## src/rtl/tage_alloc_scheduler.sv

```systemverilog
// TAGE allocation / useful-counter maintenance scheduler.
// Takes resolved-branch updates and decides whether a mispredicted branch
// gets a new entry in a longer-history tagged component (ALLOC) or whether
// the useful counters of the longer components are aged instead (DECAY).
// A free-running period counter periodically triggers a full sweep that
// clears every useful counter, one index per cycle (SWEEP).
// Ports:
//   clk, rst                 clock, asynchronous active-low reset
//   upd_valid/upd_ready      update handshake from the exec stage
//   upd_mispredict           final prediction was wrong
//   upd_provider             provider component (0 = bimodal)
//   upd_index                hashed index of the branch
//   useful_rdata             useful counters of components 1..N_TAGGED
//   tbl_index                write index to all tagged components
//   alloc_we                 one-hot allocate strobe
//   useful_dec, useful_clr   decrement / clear useful strobes
//   busy                     scheduler is not idle
module tage_alloc_scheduler #(
  parameter int unsigned N_TAGGED          = 4,
  parameter int unsigned INDEX_LEN         = 9,
  parameter int unsigned USEFUL_LEN        = 2,
  parameter int unsigned RESET_COUNTER_LEN = 18
) (
  input  logic                           clk,
  input  logic                           rst,
  input  logic                           upd_valid,
  output logic                           upd_ready,
  input  logic                           upd_mispredict,
  input  logic [2:0]                     upd_provider,
  input  logic [INDEX_LEN-1:0]           upd_index,
  input  logic [N_TAGGED*USEFUL_LEN-1:0] useful_rdata,
  output logic [INDEX_LEN-1:0]           tbl_index,
  output logic [N_TAGGED-1:0]            alloc_we,
  output logic [N_TAGGED-1:0]            useful_dec,
  output logic [N_TAGGED-1:0]            useful_clr,
  output logic                           busy
);

  localparam logic [INDEX_LEN-1:0]         PTR_ONE    = INDEX_LEN'(1);
  localparam logic [RESET_COUNTER_LEN-1:0] PERIOD_ONE = RESET_COUNTER_LEN'(1);

  typedef enum logic [1:0] {IDLE, ALLOC, DECAY, SWEEP} state_t;

  state_t                       state_q, state_d;
  logic [RESET_COUNTER_LEN-1:0] period_q;
  logic                         pending_q;
  logic [INDEX_LEN-1:0]         sweep_ptr_q;
  logic [7:0]                   lfsr_q;
  logic [INDEX_LEN-1:0]         lat_index_q;
  logic [N_TAGGED-1:0]          lat_mask_q;

  logic [N_TAGGED-1:0] above, cand, pick_first, pick_second, chosen;
  logic [1:0]          n_found;
  logic                act, wrap, sweep_last;

  // Candidate search: bit j stands for component j+1, so "j+1 > provider"
  // is "provider <= j"; providers >= N_TAGGED naturally yield no bits.
  always_comb begin
    above       = '0;
    cand        = '0;
    pick_first  = '0;
    pick_second = '0;
    n_found     = 2'd0;
    for (int j = 0; j < int'(N_TAGGED); j++) begin
      above[j] = (upd_provider <= 3'(j));
      cand[j]  = above[j] && (useful_rdata[j*USEFUL_LEN +: USEFUL_LEN] == '0);
      if (cand[j] && (n_found != 2'd2)) begin
        if (n_found == 2'd0) pick_first[j]  = 1'b1;
        else                 pick_second[j] = 1'b1;
        n_found = n_found + 2'd1;
      end
    end
    chosen = ((pick_second != '0) && lfsr_q[0]) ? pick_second : pick_first;
  end

  assign act        = (state_q == IDLE) && !pending_q && upd_valid &&
                      upd_mispredict && (above != '0);
  assign wrap       = (state_q != SWEEP) && (period_q == '1);
  assign sweep_last = (state_q == SWEEP) && (sweep_ptr_q == '1);

  // State register
  always_ff @(posedge clk or negedge rst) begin
    if (!rst) state_q <= IDLE;
    else      state_q <= state_d;
  end

  // Next-state logic; a pending sweep wins over any update request
  always_comb begin
    state_d = state_q;
    case (state_q)
      IDLE: begin
        if (pending_q)       state_d = SWEEP;
        else if (act)        state_d = (cand != '0) ? ALLOC : DECAY;
      end
      ALLOC:                 state_d = IDLE;
      DECAY:                 state_d = IDLE;
      SWEEP: if (sweep_last) state_d = IDLE;
      default:               state_d = IDLE;
    endcase
  end

  // Period counter, sweep bookkeeping, LFSR and latched request
  always_ff @(posedge clk or negedge rst) begin
    if (!rst) begin
      period_q    <= '0;
      pending_q   <= 1'b0;
      sweep_ptr_q <= '0;
      lfsr_q      <= 8'h01;
      lat_index_q <= '0;
      lat_mask_q  <= '0;
    end else begin
      if (state_q != SWEEP) period_q <= period_q + PERIOD_ONE;
      if (sweep_last)       pending_q <= 1'b0;
      else if (wrap)        pending_q <= 1'b1;
      if (state_q == SWEEP) sweep_ptr_q <= sweep_ptr_q + PTR_ONE;
      // x^8 + x^6 + x^5 + x^4 + 1
      lfsr_q <= {lfsr_q[6:0], lfsr_q[7] ^ lfsr_q[5] ^ lfsr_q[4] ^ lfsr_q[3]};
      if (act) begin
        lat_index_q <= upd_index;
        lat_mask_q  <= (cand != '0) ? chosen : above;
      end
    end
  end

  // Output decode from the current state
  always_comb begin
    upd_ready  = (state_q == IDLE) && !pending_q;
    busy       = (state_q != IDLE);
    tbl_index  = '0;
    alloc_we   = '0;
    useful_dec = '0;
    useful_clr = '0;
    case (state_q)
      ALLOC: begin
        alloc_we  = lat_mask_q;
        tbl_index = lat_index_q;
      end
      DECAY: begin
        useful_dec = lat_mask_q;
        tbl_index  = lat_index_q;
      end
      SWEEP: begin
        useful_clr = '1;
        tbl_index  = sweep_ptr_q;
      end
      default: ;
    endcase
  end

endmodule

```

## config.mk

```make
export PLATFORM = sky130hd
export DESIGN_NAME = tage_alloc_scheduler
export DESIGN_NICKNAME = d
export VERILOG_FILES = /design/src/rtl/tage_alloc_scheduler.sv
export SDC_FILE = /design/constraint.sdc
export NUM_CORES = 1
export LEC_CHECK = 0
export BUFFER_PORTS_ARGS = -buffer_cell sky130_fd_sc_hd__buf_4
export CAP_MARGIN = 30
export CORE_ASPECT_RATIO = 0.7
export CORE_MARGIN = 8
export CORE_UTILIZATION = 55
export CTS_CLUSTER_DIAMETER = 60
export CTS_CLUSTER_SIZE = 14
export DETAILED_ROUTE_END_ITERATION = 10
export PLACE_DENSITY_LB_ADDON = 0.3
export SETUP_SLACK_MARGIN = 0.3
export SLEW_MARGIN = 10
export SYNTH_ARGS = -nofsm -noshare
export SYNTH_HDL_FRONTEND = slang
export SYNTH_SLANG_ARGS = --single-unit
```

## constraint.sdc

```tcl
create_clock -name clk -period 2.4 [get_ports clk]
set_input_delay 0.48 -clock clk [delete_from_list [all_inputs] [get_ports clk]]
set_output_delay 0.48 -clock clk [all_outputs]
set_load 0.1 [all_outputs]
```

==> results.sh, run 1 <==
export IMPL_routed_via_count=2053
export IMPL_relSlewSlack_pct=58.9
export IMPL_dpl_hpwl_mm=4.14
export IMPL_layout_area_seq_um2=1280
export IMPL_path_clk_slew_ns=0.10
export IMPL_coreArea_um2=4730
export IMPL_final_max_slew_viol_count=0
export IMPL_power_density_nw_per_um2=1270
export IMPL_aggregate_global_routing_overflow=0
export IMPL_track_usage_pct=17.0
export IMPL_clk_latency_ns=0.31
export IMPL_tritoncts="done"
export IMPL_cts_num_sinks=51
export IMPL_max_cap_violations=0
export IMPL_r2r_cells=7
export IMPL_count_of_unresolved_drc_violations_after_routing=0
export IMPL_critPathLaunch="state_q[0]"
export IMPL_r2r_setup_slack_ns=0.49
export IMPL_post_route_cells_drive_above_1_share_pct=38.3
export IMPL_timing_critical_path_cells="inv_2, ha_4, buf_6, a22oi_2, nor2_4, buf_12"
export IMPL_synth_main_ff_cell="sky130_fd_sc_hd__dfrtp_1"
export IMPL_drtIter0Drc=74
export IMPL_final_hold_violation_count=0
export IMPL_synthesis_area_per_instance_um2=11.0
export IMPL_synthesis_yosys_warnings=0
export IMPL_postSynthNetCount=282
export IMPL_initial_core_util_pct=56.7
export IMPL_routed_wirelength_mm=6.06
export IMPL_crit_path_start_kind="flop"
export IMPL_timing_worst_slew_pin_value_ns=0.617
export IMPL_largest_net_degree_at_the_start_of_global_routing=52
export IMPL_path_max_fanout=6
export IMPL_synth_area_um2=2680
export IMPL_finClkSkew_ns=0.00779
export IMPL_holdWs_ns=0.172
export IMPL_synthCells=245
export IMPL_synth_edff_count=0
export IMPL_max_clock_freq_mhz=478
export IMPL_min_delay_path_class="in2async"
export IMPL_cts_htree_levels=2
export IMPL_ratio_of_routed_vias_to_standard_cells=5.70
export IMPL_area_of_the_multi_input_gates_um2=1510
export IMPL_post_synthesis_async_set_or_reset_flop_share_pct=100
export IMPL_gp_routability_congestion=0.856
export IMPL_crit_end="tbl_index[3]"
export IMPL_num_fill_cells=287
export IMPL_leakage_uw=0.00162
export IMPL_firstDrtPassIters=4
export IMPL_area_growth_syn_to_layout_pct=31.8
export IMPL_final_period_minus_worst_setup_slack_ns=2.09
export IMPL_worstReg2RegStart="state_q[0]"
export IMPL_design_final_nets=339
export IMPL_r2r_end="period_q[17]"
export IMPL_buffer_ports_inserted=46
export IMPL_ys_ff_latch=51
export IMPL_floorplan_die_area_um2=7410
export IMPL_slowest_delay_ns=0.37
export IMPL_grt_antenna_before_repair=0
export IMPL_utilization_pct=74.8
export IMPL_rsz0062_at_grt="yes"
export IMPL_dp_cells=344
export IMPL_crit_slowest_cell="sky130_fd_sc_hd__dfrtp_1"
export IMPL_die_x_um=99.5
export IMPL_post_route_period_util_pct=87.2
export IMPL_endpoint_kind="primary output"
export IMPL_synth_sequential_area_ratio_pct=47.6
export IMPL_path_class="reg2out"
export IMPL_clockRootBuffer="sky130_fd_sc_hd__clkbuf_8"
export IMPL_setup_total_negative_slack_ns=0
export IMPL_final_instance_count_excl_fill=360
export IMPL_tritoncts_buffer_count=5
export IMPL_crit_arrival_ns=1.61
export IMPL_critical_path_required_ns=1.92
export IMPL_first_global_vias=2103
export IMPL_synth_cell_type_count=50
export IMPL_detail_route_antenna_nets=0
export IMPL_setup_violations=0
export IMPL_fin_total_pwr_uw=4510
export IMPL_vdd_ir_drop_worst_uv=1460
export IMPL_grt_first_pass_wirelength_mm=10.1
export IMPL_floorplan_die_height_um=74.4
export IMPL_antenna_cells=0
export IMPL_wl_per_cell_um=16.8
export IMPL_status="complete, no violations"
export IMPL_floorplan_rows=21
export IMPL_cts_max_path_buffers=2
export IMPL_io_pins=47
## critical path: cells and delay by family (launching register included)
kind                       cells  cell delay [ns]
AOI/OAI and AO/OA              1             0.07
adders and majority gates      1             0.33
buffers and inverters          3             0.40
DFF                            1             0.37
and+or+nand+nor                1             0.14
## synth_stat cells (2+ instances only)
master                      number  area [µm²]
sky130_fd_sc_hd__nand3_1         6        30.0
sky130_fd_sc_hd__dfrtp_1        50        1250
sky130_fd_sc_hd__xor2_1         12         105
sky130_fd_sc_hd__mux2_1          2        22.5
sky130_fd_sc_hd__clkbuf_1        4        15.0
sky130_fd_sc_hd__a22oi_1         9        67.6
sky130_fd_sc_hd__inv_1           5        18.8
sky130_fd_sc_hd__nor4b_1         2        17.5
sky130_fd_sc_hd__a211oi_1        2        15.0
sky130_fd_sc_hd__o211ai_1        2        15.0
sky130_fd_sc_hd__nor3_1          5        25.0
sky130_fd_sc_hd__and2_1          9        56.3
sky130_fd_sc_hd__xnor2_1        15         131
sky130_fd_sc_hd__nand2b_1        2        12.5
sky130_fd_sc_hd__nor4_1          2        12.5
sky130_fd_sc_hd__o21ai_0         5        25.0
sky130_fd_sc_hd__nand4_1         8        50.1
sky130_fd_sc_hd__a31oi_1         4        25.0
sky130_fd_sc_hd__nor2b_1         3        18.8
sky130_fd_sc_hd__and3_1          2        12.5
sky130_fd_sc_hd__nor3b_1         2        15.0
sky130_fd_sc_hd__a21oi_1         3        15.0
sky130_fd_sc_hd__ha_1           13         163
sky130_fd_sc_hd__mux2_2         10         113
sky130_fd_sc_hd__nor2_1         24        90.1
sky130_fd_sc_hd__buf_4           5        37.5
sky130_fd_sc_hd__nand2_1        15        56.3
sky130_fd_sc_hd__o2111ai_1       2        17.5
## registers in the layout, indices dropped and copies added (netlist names)
signal / flops
state_q: 2
sweep_ptr_q: 9
pending_q: 1
period_q: 18
lat_index_q: 9
lfsr_q: 8
lat_mask_q: 4
## final cells by class
type	count	share of cell area [%]
inverters	5	0.530
well taps	57	2.02
flip-flops and latches	51	36.1
clock buffers	5	1.94
repair buffers	61	15.3
multi-input cells	178	42.8
clock inverters	3	1.31
## power breakdown
part | internal, µW | switching, µW
combinational | 864 | 1760
sequential | 1070 | 202
clock | 314 | 296
## worst min path at each step
stage	from	end	slack, ns	cells past startpoint
2_1_floorplan	rst	lat_index_q[0]	0.18	0
3_3_place_gp	lfsr_q[2]	lfsr_q[3]	0.34	0
3_5_place_dp	lfsr_q[6]	lfsr_q[7]	0.34	0
4_1_cts	rst	lat_index_q[4]	0.20	1
5_1_grt	rst	sweep_ptr_q[3]	0.23	1
6_report	rst	sweep_ptr_q[3]	0.17	1
## cell usage in the layout, fill, tap and decap left out, types with 2 or more instances in the layout
cell type / netlist / routed
sky130_fd_sc_hd__a211oi_1: 2 / 2
sky130_fd_sc_hd__a21oi_1: 3 / 3
sky130_fd_sc_hd__a22oi_1: 9 / 2
sky130_fd_sc_hd__a22oi_2: 0 / 7
sky130_fd_sc_hd__a31oi_1: 4 / 4
sky130_fd_sc_hd__and2_1: 9 / 9
sky130_fd_sc_hd__and3_1: 2 / 2
sky130_fd_sc_hd__buf_12: 0 / 4
sky130_fd_sc_hd__buf_4: 5 / 51
sky130_fd_sc_hd__buf_6: 0 / 3
sky130_fd_sc_hd__buf_8: 0 / 3
sky130_fd_sc_hd__clkbuf_8: 0 / 5
sky130_fd_sc_hd__dfrtp_1: 50 / 50
sky130_fd_sc_hd__ha_1: 13 / 9
sky130_fd_sc_hd__ha_4: 0 / 3
sky130_fd_sc_hd__inv_1: 5 / 3
sky130_fd_sc_hd__inv_2: 0 / 2
sky130_fd_sc_hd__mux2_1: 2 / 2
sky130_fd_sc_hd__mux2_2: 10 / 10
sky130_fd_sc_hd__nand2_1: 15 / 15
sky130_fd_sc_hd__nand2b_1: 2 / 2
sky130_fd_sc_hd__nand3_1: 6 / 6
sky130_fd_sc_hd__nand4_1: 8 / 8
sky130_fd_sc_hd__nor2_1: 24 / 15
sky130_fd_sc_hd__nor2_4: 0 / 9
sky130_fd_sc_hd__nor2b_1: 3 / 2
sky130_fd_sc_hd__nor3_1: 5 / 5
sky130_fd_sc_hd__nor3_4: 1 / 2
sky130_fd_sc_hd__nor3b_1: 2 / 2
sky130_fd_sc_hd__nor4_1: 2 / 2
sky130_fd_sc_hd__nor4b_2: 0 / 2
sky130_fd_sc_hd__o2111ai_1: 2 / 2
sky130_fd_sc_hd__o211ai_1: 2 / 2
sky130_fd_sc_hd__o21ai_0: 5 / 4
sky130_fd_sc_hd__xnor2_1: 15 / 15
sky130_fd_sc_hd__xor2_1: 12 / 12
## through the flow
step                      setup slack, ns  area, µm²
after floorplan                     0.200       2830
after global placement              0.117       3210
after detailed placement           0.0472       3210
after CTS                           0.312       3470
after global routing                0.225       3540
final                               0.306       3540
## cell families (layout without fill, tap and decap cells)
family	count (synthesis)	in the layout	share of synthesized area [%]
flip-flops	51	51	47.6
XOR/XNOR	27	27	8.81
buffers and inverters	16	74	3.03
multiplexers	13	13	5.41
AND/OR/NAND/NOR	91	91	19.5
AO/OA/AOI/OAI	34	34	9.56
adder cells (fa/ha/maj)	13	13	6.06
## routing by layer
metal	vias to the layer above	global-route usage (%)	wire (µm)
met2	71	28.0	2850
met3	7	4.39	349
li1	984	-	-
met1	991	22.2	2810
met4	0	3.67	52
met5	-	0	0
## timing repair
item,4_1_cts,5_1_grt
setup buffers,4,4
pin swaps,3,7
gates resized for setup,29,7
hold buffers,0,0
endpoints found under the setup margin,9,11
hold endpoints to repair,0,0
(Power assumes the default switching activity.)
==> run 2: changes to the inputs <==
--- a/config.mk
+++ b/config.mk
@@ -9,5 +9,7 @@
 export CAP_MARGIN = 30
+export CELL_PAD_IN_SITES_DETAIL_PLACEMENT = 0
+export CELL_PAD_IN_SITES_GLOBAL_PLACEMENT = 2
 export CORE_ASPECT_RATIO = 0.7
 export CORE_MARGIN = 8
-export CORE_UTILIZATION = 55
+export CORE_UTILIZATION = 39
 export CTS_CLUSTER_DIAMETER = 60
--- a/constraint.sdc
+++ b/constraint.sdc
@@ -3,2 +3,2 @@
 set_output_delay 0.48 -clock clk [all_outputs]
-set_load 0.1 [all_outputs]
+set_load 0.05 [all_outputs]
==> run 2 against run 1 <==
Compared with the run above: first-iteration DRC count is 86% higher; highest routed layer unchanged; critical path depth stayed put; die area is 33% higher; clock skew is 0.00071 ns lower; global-route usage is 3.7 points lower; combinational power is 25% lower; hold slack better by 0.017 ns; final cell count is 10% higher; sequential power hardly changed.
==> results.sh, run 2 (synthesis gave the netlist of run 1 again) <==
export IMPL_aggregate_global_routing_overflow=0
export IMPL_setup_violations=0
export IMPL_post_route_cells_drive_above_1_share_pct=38.0
export IMPL_relSlewSlack_pct=57.0
export IMPL_finClkSkew_ns=0.00708
export IMPL_routed_via_count=2033
export IMPL_endpoint_kind="primary output"
export IMPL_critical_path_required_ns=1.92
export IMPL_crit_arrival_ns=1.57
export IMPL_tritoncts="done"
export IMPL_r2r_cells=7
export IMPL_wl_per_cell_um=15.4
export IMPL_die_x_um=115
export IMPL_gp_routability_congestion=0.929
export IMPL_tritoncts_buffer_count=5
export IMPL_crit_path_start_kind="flop"
export IMPL_area_growth_syn_to_layout_pct=30.2
export IMPL_clk_latency_ns=0.30
export IMPL_area_of_the_multi_input_gates_um2=1510
export IMPL_largest_regs="period_q: 18 flops, lat_index_q: 9 flops, sweep_ptr_q: 9 flops"
export IMPL_final_critical_path_setup_slack_ns=0.348
export IMPL_floorplan_rows=25
export IMPL_fin_total_pwr_uw=3730
export IMPL_final_period_minus_worst_setup_slack_ns=2.05
export IMPL_detail_route_antenna_nets=0
export IMPL_timing_worst_slew_pin_value_ns=0.645
export IMPL_routed_wirelength_mm=6.13
export IMPL_ratio_of_routed_vias_to_standard_cells=5.12
export IMPL_power_density_nw_per_um2=1070
export IMPL_largest_reg_flops=18
export IMPL_initial_core_util_pct=40.1
export IMPL_largest_net_degree_at_the_start_of_global_routing=52
export IMPL_path_clk_slew_ns=0.09
export IMPL_drtIter0Drc=138
export IMPL_floorplan_die_area_um2=9830
export IMPL_layout_area_seq_um2=1280
export IMPL_path_class="reg2out"
export IMPL_top_register="period_q"
export IMPL_antenna_cells=0
export IMPL_io_pins=47
export IMPL_num_fill_cells=614
export IMPL_clockRootBuffer="sky130_fd_sc_hd__clkbuf_8"
export IMPL_dpl_hpwl_mm=4.31
export IMPL_design_final_nets=339
export IMPL_rsz0062_at_grt="yes"
export IMPL_first_global_vias=2085
export IMPL_post_route_period_util_pct=85.5
export IMPL_max_cap_violations=0
export IMPL_final_hold_violation_count=0
export IMPL_buffer_ports_inserted=46
export IMPL_firstDrtPassIters=4
export IMPL_min_delay_path_class="in2async"
export IMPL_cts_htree_levels=2
export IMPL_coreArea_um2=6690
export IMPL_mostFrequentLayoutCells="sky130_fd_sc_hd__buf_4 (55), sky130_fd_sc_hd__dfrtp_1 (50), sky130_fd_sc_hd__nor2_1 (15), sky130_fd_sc_hd__nand2_1 (15), sky130_fd_sc_hd__xnor2_1 (15)"
export IMPL_final_common_cell="sky130_fd_sc_hd__buf_4"
export IMPL_floorplan_die_height_um=85.4
export IMPL_path_max_fanout=6
export IMPL_cts_num_sinks=51
export IMPL_pre_cts_slack_ns=0.0463
export IMPL_count_of_unresolved_drc_violations_after_routing=0
export IMPL_track_usage_pct=13.3
export IMPL_grt_antenna_before_repair=0
export IMPL_grt_first_pass_wirelength_mm=10.5
export IMPL_status="complete, no violations"
export IMPL_vdd_ir_drop_worst_uv=849
export IMPL_setup_total_negative_slack_ns=0
export IMPL_max_clock_freq_mhz=487
export IMPL_post_cts_hold_buffer_count=0
export IMPL_cts_max_path_buffers=2
export IMPL_final_max_slew_viol_count=0
export IMPL_leakage_uw=0.00159
## run 2: cell type report
class / instances / share of cell area (%)
clock inverter: 2 / 0.358
tap: 94 / 3.37
sequential: 51 / 36.6
multi-input combinational: 178 / 43.2
timing repair buffer: 61 / 13.9
inverter: 5 / 0.537
clock buffer: 6 / 2.08
## run 2: layer usage
metal | track usage (%) | share of wire [%] | vias to the layer above
met3 | 4.18 | 6.2 | 4
met4 | 2.85 | 0.55 | 0
met2 | 19.8 | 45 | 56
li1 | - | - | 982
met1 | 18.3 | 48 | 991
met5 | 0 | 0 | -
## run 2: final timing paths
kind / start / endpoint / slack (ns)
max: state_q[1] / tbl_index[8] / 0.35
min: rst / lat_index_q[5] / 0.19
max reg2reg: state_q[1] / period_q[13] / 0.46
min reg2reg: lfsr_q[1] / lfsr_q[2] / 0.36
max in group asynchronous: rst / period_q[8] / 1.77
min in group clk: lfsr_q[1] / lfsr_q[2] / 0.36
## run 2: worst max-delay path, stage by stage (launching register included)
cell	delay, ns
sky130_fd_sc_hd__dfrtp_1	0.42
sky130_fd_sc_hd__inv_2	0.12
sky130_fd_sc_hd__ha_4	0.24
sky130_fd_sc_hd__buf_6	0.14
sky130_fd_sc_hd__a22oi_2	0.16
sky130_fd_sc_hd__nor2_4	0.05
sky130_fd_sc_hd__buf_8	0.15
## run 2: where the power goes
group	internal [µW]	leakage, µW	total (µW)	switching, µW
registers	1070	0.000661	1280	210
clock network	205	0.0000412	489	284
logic	791	0.000890	1970	1170
## run 2: what timing repair did
action	CTS	global route
pin swaps	1	8
setup buffers	8	2
resized for setup	19	6
endpoints found under the setup margin	9	14
## run 2: stage by stage
stage / hold slack (ns) / instances / cell area (µm²) / util (%)
finish: 0.189 / 397 / 3490 / 52.2
global route: 0.224 / 397 / 3490 / 52.2
CTS: 0.208 / 395 / 3440 / 51.4
detailed placement: 0.341 / 379 / 3220 / 48.1
global placement: 0.337 / 379 / 3220 / 48.1
floorplan: 0.184 / 245 / 2790 / -
